### config.mk
export PLATFORM = sky130hd
export DESIGN_NAME = uart_top
export DESIGN_NICKNAME = d
export VERILOG_FILES = /design/src/rtl/uart_top.sv
export SDC_FILE = /design/constraint.sdc
export NUM_CORES = 1
export LEC_CHECK = 0
export BUFFER_PORTS_ARGS = -buffer_cell sky130_fd_sc_hd__buf_2
export CAP_MARGIN = 20
export CORE_MARGIN = 1
export CORE_UTILIZATION = 45
export DETAILED_ROUTE_END_ITERATION = 6
export GPL_ROUTABILITY_DRIVEN = 0
export SKIP_LAST_GASP = 1
export SLEW_MARGIN = 20
export SYNTH_ARGS = -nofsm -noshare
export SYNTH_HDL_FRONTEND = slang
export SYNTH_SLANG_ARGS = --single-unit
### constraint.sdc
create_clock -name i_clk -period 3.8 [get_ports i_clk]
set_clock_uncertainty 0.05 [all_clocks]
set_input_delay 0 -clock i_clk [delete_from_list [all_inputs] [get_ports i_clk]]
set_output_delay 0 -clock i_clk [all_outputs]
set_load 0.02 [all_outputs]
### src/rtl/uart_top.sv
// uart_top: full-duplex 8N1 UART, independent TX and RX FSMs with a 2-flop RX synchroniser.
// TX/RX strobes are one-cycle pulses; all outputs are registered.
module uart_top #(
    parameter int CLKS_PER_BIT = 87
) (
    input  logic       i_clk,
    input  logic       i_rst_n,
    input  logic       i_uart_rxd,
    input  logic       i_tx_dv,
    input  logic [7:0] i_tx_byte,
    output logic       o_tx_done,
    output logic [7:0] o_rx_byte,
    output logic       o_uart_txd,
    output logic       o_rx_dv_led,
    output logic       o_tx_active_led
);
    localparam int CW = $clog2(CLKS_PER_BIT);
    localparam logic [CW-1:0] LAST = CW'(CLKS_PER_BIT - 1);
    localparam logic [CW-1:0] HALF = CW'((CLKS_PER_BIT - 1) / 2);

    typedef enum logic [2:0] {IDLE, START, DATA, STOP, CLEANUP} state_e;

    state_e          tx_state_q, tx_state_d;
    logic [CW-1:0]   tx_cnt_q, tx_cnt_d;
    logic [2:0]      tx_idx_q, tx_idx_d;
    logic [7:0]      tx_data_q, tx_data_d;
    logic            txd_q, txd_d;
    logic            tx_done_q, tx_done_d;
    logic            tx_active_q, tx_active_d;

    state_e          rx_state_q, rx_state_d;
    logic [CW-1:0]   rx_cnt_q, rx_cnt_d;
    logic [2:0]      rx_idx_q, rx_idx_d;
    logic [7:0]      rx_shift_q, rx_shift_d;
    logic [7:0]      rx_byte_q, rx_byte_d;
    logic            rx_dv_q, rx_dv_d;
    logic            rx_meta_q, rx_sync_q;

    always_comb begin
        tx_state_d  = tx_state_q;
        tx_cnt_d    = tx_cnt_q;
        tx_idx_d    = tx_idx_q;
        tx_data_d   = tx_data_q;
        txd_d       = txd_q;
        tx_done_d   = 1'b0;
        tx_active_d = tx_active_q;
        case (tx_state_q)
            IDLE: begin
                txd_d    = 1'b1;
                tx_cnt_d = '0;
                tx_idx_d = '0;
                if (i_tx_dv) begin
                    tx_data_d   = i_tx_byte;
                    txd_d       = 1'b0;
                    tx_active_d = 1'b1;
                    tx_state_d  = START;
                end
            end
            START: begin
                if (tx_cnt_q == LAST) begin
                    tx_cnt_d   = '0;
                    txd_d      = tx_data_q[0];
                    tx_state_d = DATA;
                end else begin
                    tx_cnt_d = tx_cnt_q + 1'b1;
                end
            end
            DATA: begin
                if (tx_cnt_q == LAST) begin
                    tx_cnt_d   = '0;
                    tx_idx_d   = tx_idx_q + 3'd1;
                    txd_d      = (tx_idx_q == 3'd7) ? 1'b1 : tx_data_q[tx_idx_d];
                    tx_state_d = (tx_idx_q == 3'd7) ? STOP : DATA;
                end else begin
                    tx_cnt_d = tx_cnt_q + 1'b1;
                end
            end
            STOP: begin
                if (tx_cnt_q == LAST) begin
                    tx_cnt_d    = '0;
                    tx_done_d   = 1'b1;
                    tx_active_d = 1'b0;
                    tx_state_d  = CLEANUP;
                end else begin
                    tx_cnt_d = tx_cnt_q + 1'b1;
                end
            end
            default: tx_state_d = IDLE;
        endcase
    end

    // Start is re-checked at mid-bit so a short low glitch never yields a byte
    always_comb begin
        rx_state_d = rx_state_q;
        rx_cnt_d   = rx_cnt_q;
        rx_idx_d   = rx_idx_q;
        rx_shift_d = rx_shift_q;
        rx_byte_d  = rx_byte_q;
        rx_dv_d    = 1'b0;
        case (rx_state_q)
            IDLE: begin
                rx_cnt_d   = '0;
                rx_idx_d   = '0;
                rx_state_d = rx_sync_q ? IDLE : START;
            end
            START: begin
                if (rx_cnt_q == HALF) begin
                    rx_cnt_d   = '0;
                    rx_state_d = rx_sync_q ? IDLE : DATA;
                end else begin
                    rx_cnt_d = rx_cnt_q + 1'b1;
                end
            end
            DATA: begin
                if (rx_cnt_q == LAST) begin
                    rx_cnt_d             = '0;
                    rx_shift_d[rx_idx_q] = rx_sync_q;
                    rx_idx_d             = rx_idx_q + 3'd1;
                    rx_state_d           = (rx_idx_q == 3'd7) ? STOP : DATA;
                end else begin
                    rx_cnt_d = rx_cnt_q + 1'b1;
                end
            end
            STOP: begin
                if (rx_cnt_q == LAST) begin
                    rx_cnt_d   = '0;
                    rx_byte_d  = rx_shift_q;
                    rx_dv_d    = 1'b1;
                    rx_state_d = CLEANUP;
                end else begin
                    rx_cnt_d = rx_cnt_q + 1'b1;
                end
            end
            default: rx_state_d = IDLE;
        endcase
    end

    always_ff @(posedge i_clk or negedge i_rst_n) begin
        if (!i_rst_n) begin
            tx_state_q  <= IDLE;
            tx_cnt_q    <= '0;
            tx_idx_q    <= '0;
            tx_data_q   <= '0;
            txd_q       <= 1'b1;
            tx_done_q   <= 1'b0;
            tx_active_q <= 1'b0;
            rx_state_q  <= IDLE;
            rx_cnt_q    <= '0;
            rx_idx_q    <= '0;
            rx_shift_q  <= '0;
            rx_byte_q   <= '0;
            rx_dv_q     <= 1'b0;
            rx_meta_q   <= 1'b1;
            rx_sync_q   <= 1'b1;
        end else begin
            tx_state_q  <= tx_state_d;
            tx_cnt_q    <= tx_cnt_d;
            tx_idx_q    <= tx_idx_d;
            tx_data_q   <= tx_data_d;
            txd_q       <= txd_d;
            tx_done_q   <= tx_done_d;
            tx_active_q <= tx_active_d;
            rx_state_q  <= rx_state_d;
            rx_cnt_q    <= rx_cnt_d;
            rx_idx_q    <= rx_idx_d;
            rx_shift_q  <= rx_shift_d;
            rx_byte_q   <= rx_byte_d;
            rx_dv_q     <= rx_dv_d;
            rx_meta_q   <= i_uart_rxd;
            rx_sync_q   <= rx_meta_q;
        end
    end

    assign o_uart_txd      = txd_q;
    assign o_tx_done       = tx_done_q;
    assign o_tx_active_led = tx_active_q;
    assign o_rx_byte       = rx_byte_q;
    assign o_rx_dv_led     = rx_dv_q;
endmodule

### Yosys cells after proc, flatten, opt, wreduce, memory -nomap -nowiden

Index checks and enable logic that the tools add are counted.

| word-level totals | value |
|---|---|
| latch bits | 0 |
| memories kept | 0 |
| memory bits (writable) | 0 |
| logic and storage cells | 99 |
| output and inout port bits | 12 |
| bits in registers | 56 |
| input port bits | 12 |
| memory bits (read-only) | 0 |

| operators by class | value |
|---|---|
| shift operators | 0 |
| magnitude comparators | 3 |
| div/mod/pow operators | 0 |
| $mul | 0 |
| reduce and logical (&&, ||, !) cells | 20 |
| $add $sub $neg | 4 |
| equal/unequal tests | 18 |
| bitwise gates (word level) | 0 |
| muxes and demuxes | 39 |

Operator list:

| cell | number |
|---|---|
| $mux W3 | 9 |
| $pmux W3 S4 | 2 |
| $mux W7 | 3 |
| $pmux W7 S3 | 1 |
| $mux W1 | 15 |
| $add A7 B1 Y7 const B | 2 |
| $eq A7 B7 Y1 const B | 2 |
| $ne A2 B2 Y1 const B | 7 |
| $pmux W7 S2 | 1 |
| $eq A3 B2 Y1 const B | 4 |
| $pmux W3 S2 | 2 |
| $reduce_and A2 Y1 | 5 |
| $reduce_and A3 Y1 | 3 |
| $bwmux W8 | 1 |
| $lt A3 B4 Y1 const B | 2 |
| $reduce_bool A2 Y1 | 4 |
| $eq A7 B6 Y1 const B | 1 |
| $add A3 B1 Y3 const B | 2 |
| $eq A3 B1 Y1 const B | 2 |
| $eq A3 B3 Y1 const B | 2 |
| $logic_not A3 Y1 | 2 |
| $reduce_bool A3 Y1 | 2 |
| $reduce_and A4 Y1 | 1 |
| $bmux W1 S3 | 1 |
| other kinds (8) | 8 |

### Longest topological paths before layout

| depth | value |
|---|---|
| depth in word-level cells | 6 |
| depth in mapped cells | 7 |
| mapped depth without buffers | 7 |

### Worst setup path before layout

No wires, ideal clock.

| path | value |
|---|---|
| path kind | flip-flop to flip-flop |
| start point | register rx_cnt_q[0] |
| end point | register rx_byte_q[0] (netlist: o_rx_byte[0]) |
| clock period less this slack | 1927 ps |
| library setup time | 125 ps |
| data required time | 3625 ps |
| path slack | 1873 ps |
| arrival time | 1753 ps |
| buffers on the path | 0 |
| stages on the path, launching flop included | 8 |
| cell sequence | dfrtp_1 > inv_1 > ha_1 > nand4b_4 > nor4b_4 > nand2_4 > inv_1 > mux2_2 |

| on the way | value |
|---|---|
| word-level cells in the longest chain between the ends | 2 |

Ends and longest elaborated chain:

| item | line | source |
|---|---|---|
| start, declared | 32 | `logic [CW-1:0] rx_cnt_q, rx_cnt_d;` |
| start signal, assigned | 164 | `rx_cnt_q <= rx_cnt_d;` |
| $eq A7 B7 Y1 | 125 | `if (rx_cnt_q == LAST) begin` |
| $reduce_and A2 Y1 (no source line) | - |  |
| end signal, assigned | 167 | `rx_byte_q <= rx_byte_d;` |
| end, declared | 35 | `logic [7:0] rx_byte_q, rx_byte_d;` |

No other way between the ends.
A chain may end at the register's enable or synchronous reset.

### Worst setup path in the final report

Ends and elaborated chain as after synthesis.

==> qor.yml <==
cts_sinks: 56
viasPerCell: 5.28
dp_hpwl_um: 3200
yosys-top-cells-area: "dfrtp_1 (49%), mux2_2 (11%), ha_1 (3.7%)"
rrSetupSlack_ps: 1700
slowest_delay_ps: 480
grt_pass1_wl_um: 8270
vdd_drop_max_mv: 0.198
portBuffers: 23
startpoint_type: "register"
p_per_area_nw_per_um2: 435
synth_cell_types: 48
synth-edff-count: 0
slew_headroom_pct: 51.2
worst_slew_pin_slew_ps: 731
final-hold-violation-count: 0
worstSkewPairLatency_ps: 310
yosysTopAreaCell: "dfrtp_1"
wl_per_cell_um: 13.7
cp_max_fo: 9
r2r-end: "o_rx_byte[0]$_DFFE_PN0P_"
final_min_period_over_clock_period_pct: 55.2
hold_class: "in2async"
drt_iter0_drc: 47
grt_max_degree: 40
cts_made_buffers: 5
yosysTopAreaCellShare_pct: 48.8
final.min_clock_period_ps: 2100
status: "finished clean"
first_global_vias: 1849
seq_area_frac_synth_pct: 51.7
drive_above_1_share_pct: 27.0
htree_levels: 2
totalWireLength_um: 4640
pre_cts_ws_ps: 1690
worstReg2RegStart: "rx_cnt_q[0]$_DFFE_PN0P_"
drv_slew: 0
nFillCells: 494
fmax_mhz: 477
path_buf_inv: 2
syn-num-nets: 252
rows: 27
worstPathRequired_ps: 3950
yosys_warnings: 0
fp.dieW_um: 79.7
dr.pass1.iters: 2
drv_cap: 0
syn-cell-area_um2: 2720
crit_chain: "inv_1, ha_1, nand4b_4, nor4b_4, nand2_4, inv_1, mux2_2"
netlist_instances: 232
nNetsFinal: 286
root_buffer: "clkbuf_8"
crit_type: "reg2reg"
finalSetupViolCount: 0
critical_path.top_delay_family: "simple AND/OR/NAND/NOR gates"
num_vias: 1789
core_region_area_um2: 5680
antenna_found_initial: 0
area_growth_syn_to_layout_pct: 13.9
ys_async_sr_fraction_pct: 100
path_clk_slew_ps: 100
ys.flop_type: "dfrtp_1"
multi_input_area_um2: 1250
worst_path_most_repeated_cell: "inv_1"
ios: 24
dieArea_um2: 6360
setup_tns_ps: 0
cp.arrival_ps: 2240
antennaDiodeCount: 0
leakage_uw: 0.00150
synth_seq_cells: 56
crit_cells: 7
postRouteAntennaNets: 0
gr-total-overflow: 0
layout_setup_ws_ps: 1700
post_cts_buffers: 0
clockBufferDepth: 2
worst_setup_path_end_kind: "register"
dieHeight_um: 79.7
grt_setup_unrepaired: "no"
reg2reg_depth: 7
drc_errors: 0
postSynthAreaPerCell_um2: 11.7
slowest_stage: "nor4b_4"
seq_area_um2: 1410
start_util_pct: 47.9
grtUsageTotal_pct: 16.8
cts_tree: "done"
==> where the power goes <==
group	total (µW)	internal [µW]	switching (µW)
Combinational	247	133	114
Clock	334	149	186
Sequential	766	680	85.9
Total	1350	962	385
==> placed cells by master (no fill, tap or decap), drive strengths merged, types with 5 or more instances in the layout <==
cell	n
xor2	6
o21ai	5
inv	10
buf	24
ha	8
nor2	18
a22o	10
clkbuf	7
nand3	12
nand2	13
nor2b	6
dfrtp	53
a21oi	7
dlygate4sd3	10
mux2	26
==> cells in the mapped netlist, types with 2 or more instances <==
library cell	instances
xnor2_1	3
buf_2	2
mux2_2	26
o21ai_0	5
dfstp_2	3
clkbuf_1	4
a211oi_1	3
nand2_1	12
a22o_1	10
nand2b_1	2
nand4_1	3
a21oi_1	7
nor2b_1	6
nor3b_1	2
dfrtp_1	53
a22oi_1	2
inv_1	10
nor3_1	2
and2_1	3
or2_2	3
nor2_1	18
mux4_2	2
a21o_1	2
ha_1	8
nand3_1	12
xor2_1	6
mux2i_1	2
==> registers in the layout (all words and copies together), names as in the netlist <==
signal,count
tx_cnt_q,7
o_rx_dv_led,1
rx_idx_q,3
rx_shift_q,8
o_tx_active_led,1
o_uart_txd,1
tx_idx_q,3
o_tx_done,1
rx_sync_q,1
rx_cnt_q,7
o_rx_byte,8
rx_meta_q,1
tx_data_q,8
rx_state_q,3
tx_state_q,3
==> timing repair <==
action,CTS,global route
gates resized for setup,0,0
hold endpoints to repair,26,0
hold buffers,10,0
==> area by class of cell <==
cell class              instances  share of cell area [%]
clock buffers                   7                    2.79
clock inverters                 1                   0.242
inverters                      10                    1.21
multi-input cells             159                    40.3
flip-flops and latches         56                    45.4
well taps                      72                    2.91
repair buffers                 34                    7.19
==> worst max path at each step <==
| stage | slack [ps] | from | endpoint |
|---|---|---|---|
| CTS | 1680 | rx_cnt_q[0]$_DFFE_PN0P_ | o_rx_byte[0]$_DFFE_PN0P_ |
| finish | 1700 | rx_cnt_q[0]$_DFFE_PN0P_ | o_rx_byte[0]$_DFFE_PN0P_ |
| detailed placement | 1690 | rx_cnt_q[0]$_DFFE_PN0P_ | o_rx_byte[0]$_DFFE_PN0P_ |
| floorplan | 1870 | rx_cnt_q[0]$_DFFE_PN0P_ | o_rx_byte[0]$_DFFE_PN0P_ |
| global placement | 1720 | tx_state_q[2]$_DFFE_PN0P_ | tx_data_q[1]$_DFFE_PN0P_ |
| global route | 1510 | rx_cnt_q[0]$_DFFE_PN0P_ | o_rx_byte[0]$_DFFE_PN0P_ |
==> cells by family after synthesis <==
kind of cell / synth area share (%)
buffers and inverters: 2.44
xor gates and xnor gates: 2.90
muxes: 13.2
AOI/OAI and AO/OA: 9.75
DFF: 51.7
adders and majority gates: 3.68
and+or+nand+nor: 16.4
==> per-stage QoR <==
| stage | instance area [µm²] | instances | hold WS [ps] | total power (µW) | utilization, % |
|---|---|---|---|---|---|
| after global placement | 2900 | 321 | -104 | 1010 | 51.2 |
| after detailed placement | 2900 | 321 | -98.0 | 1020 | 51.2 |
| after global routing | 3100 | 339 | 121 | 1450 | 54.6 |
| after CTS | 3100 | 339 | 90.5 | 1370 | 54.6 |
| final | 3100 | 339 | 85.3 | 1350 | 54.6 |
| after floorplan | 2720 | 232 | -346 | 951 | - |
==> metal layers <==
metal  vias up  part of all wire, %  track usage (%)
met1       865                   50             21.0
met3         9                  2.8             3.66
met2        21                   46             28.3
met5         -                    0                0
li1        894                    -                -
met4         0                  1.7             6.43
==> worst register-to-register path, stage by stage, from the launching register on <==
cell      delay [ps]
dfrtp_1          420
inv_1             90
ha_1             200
nand4b_4         140
nor4b_4          480
nand2_4          170
inv_1            110
mux2_2           330
(Power assumes the default switching activity.)
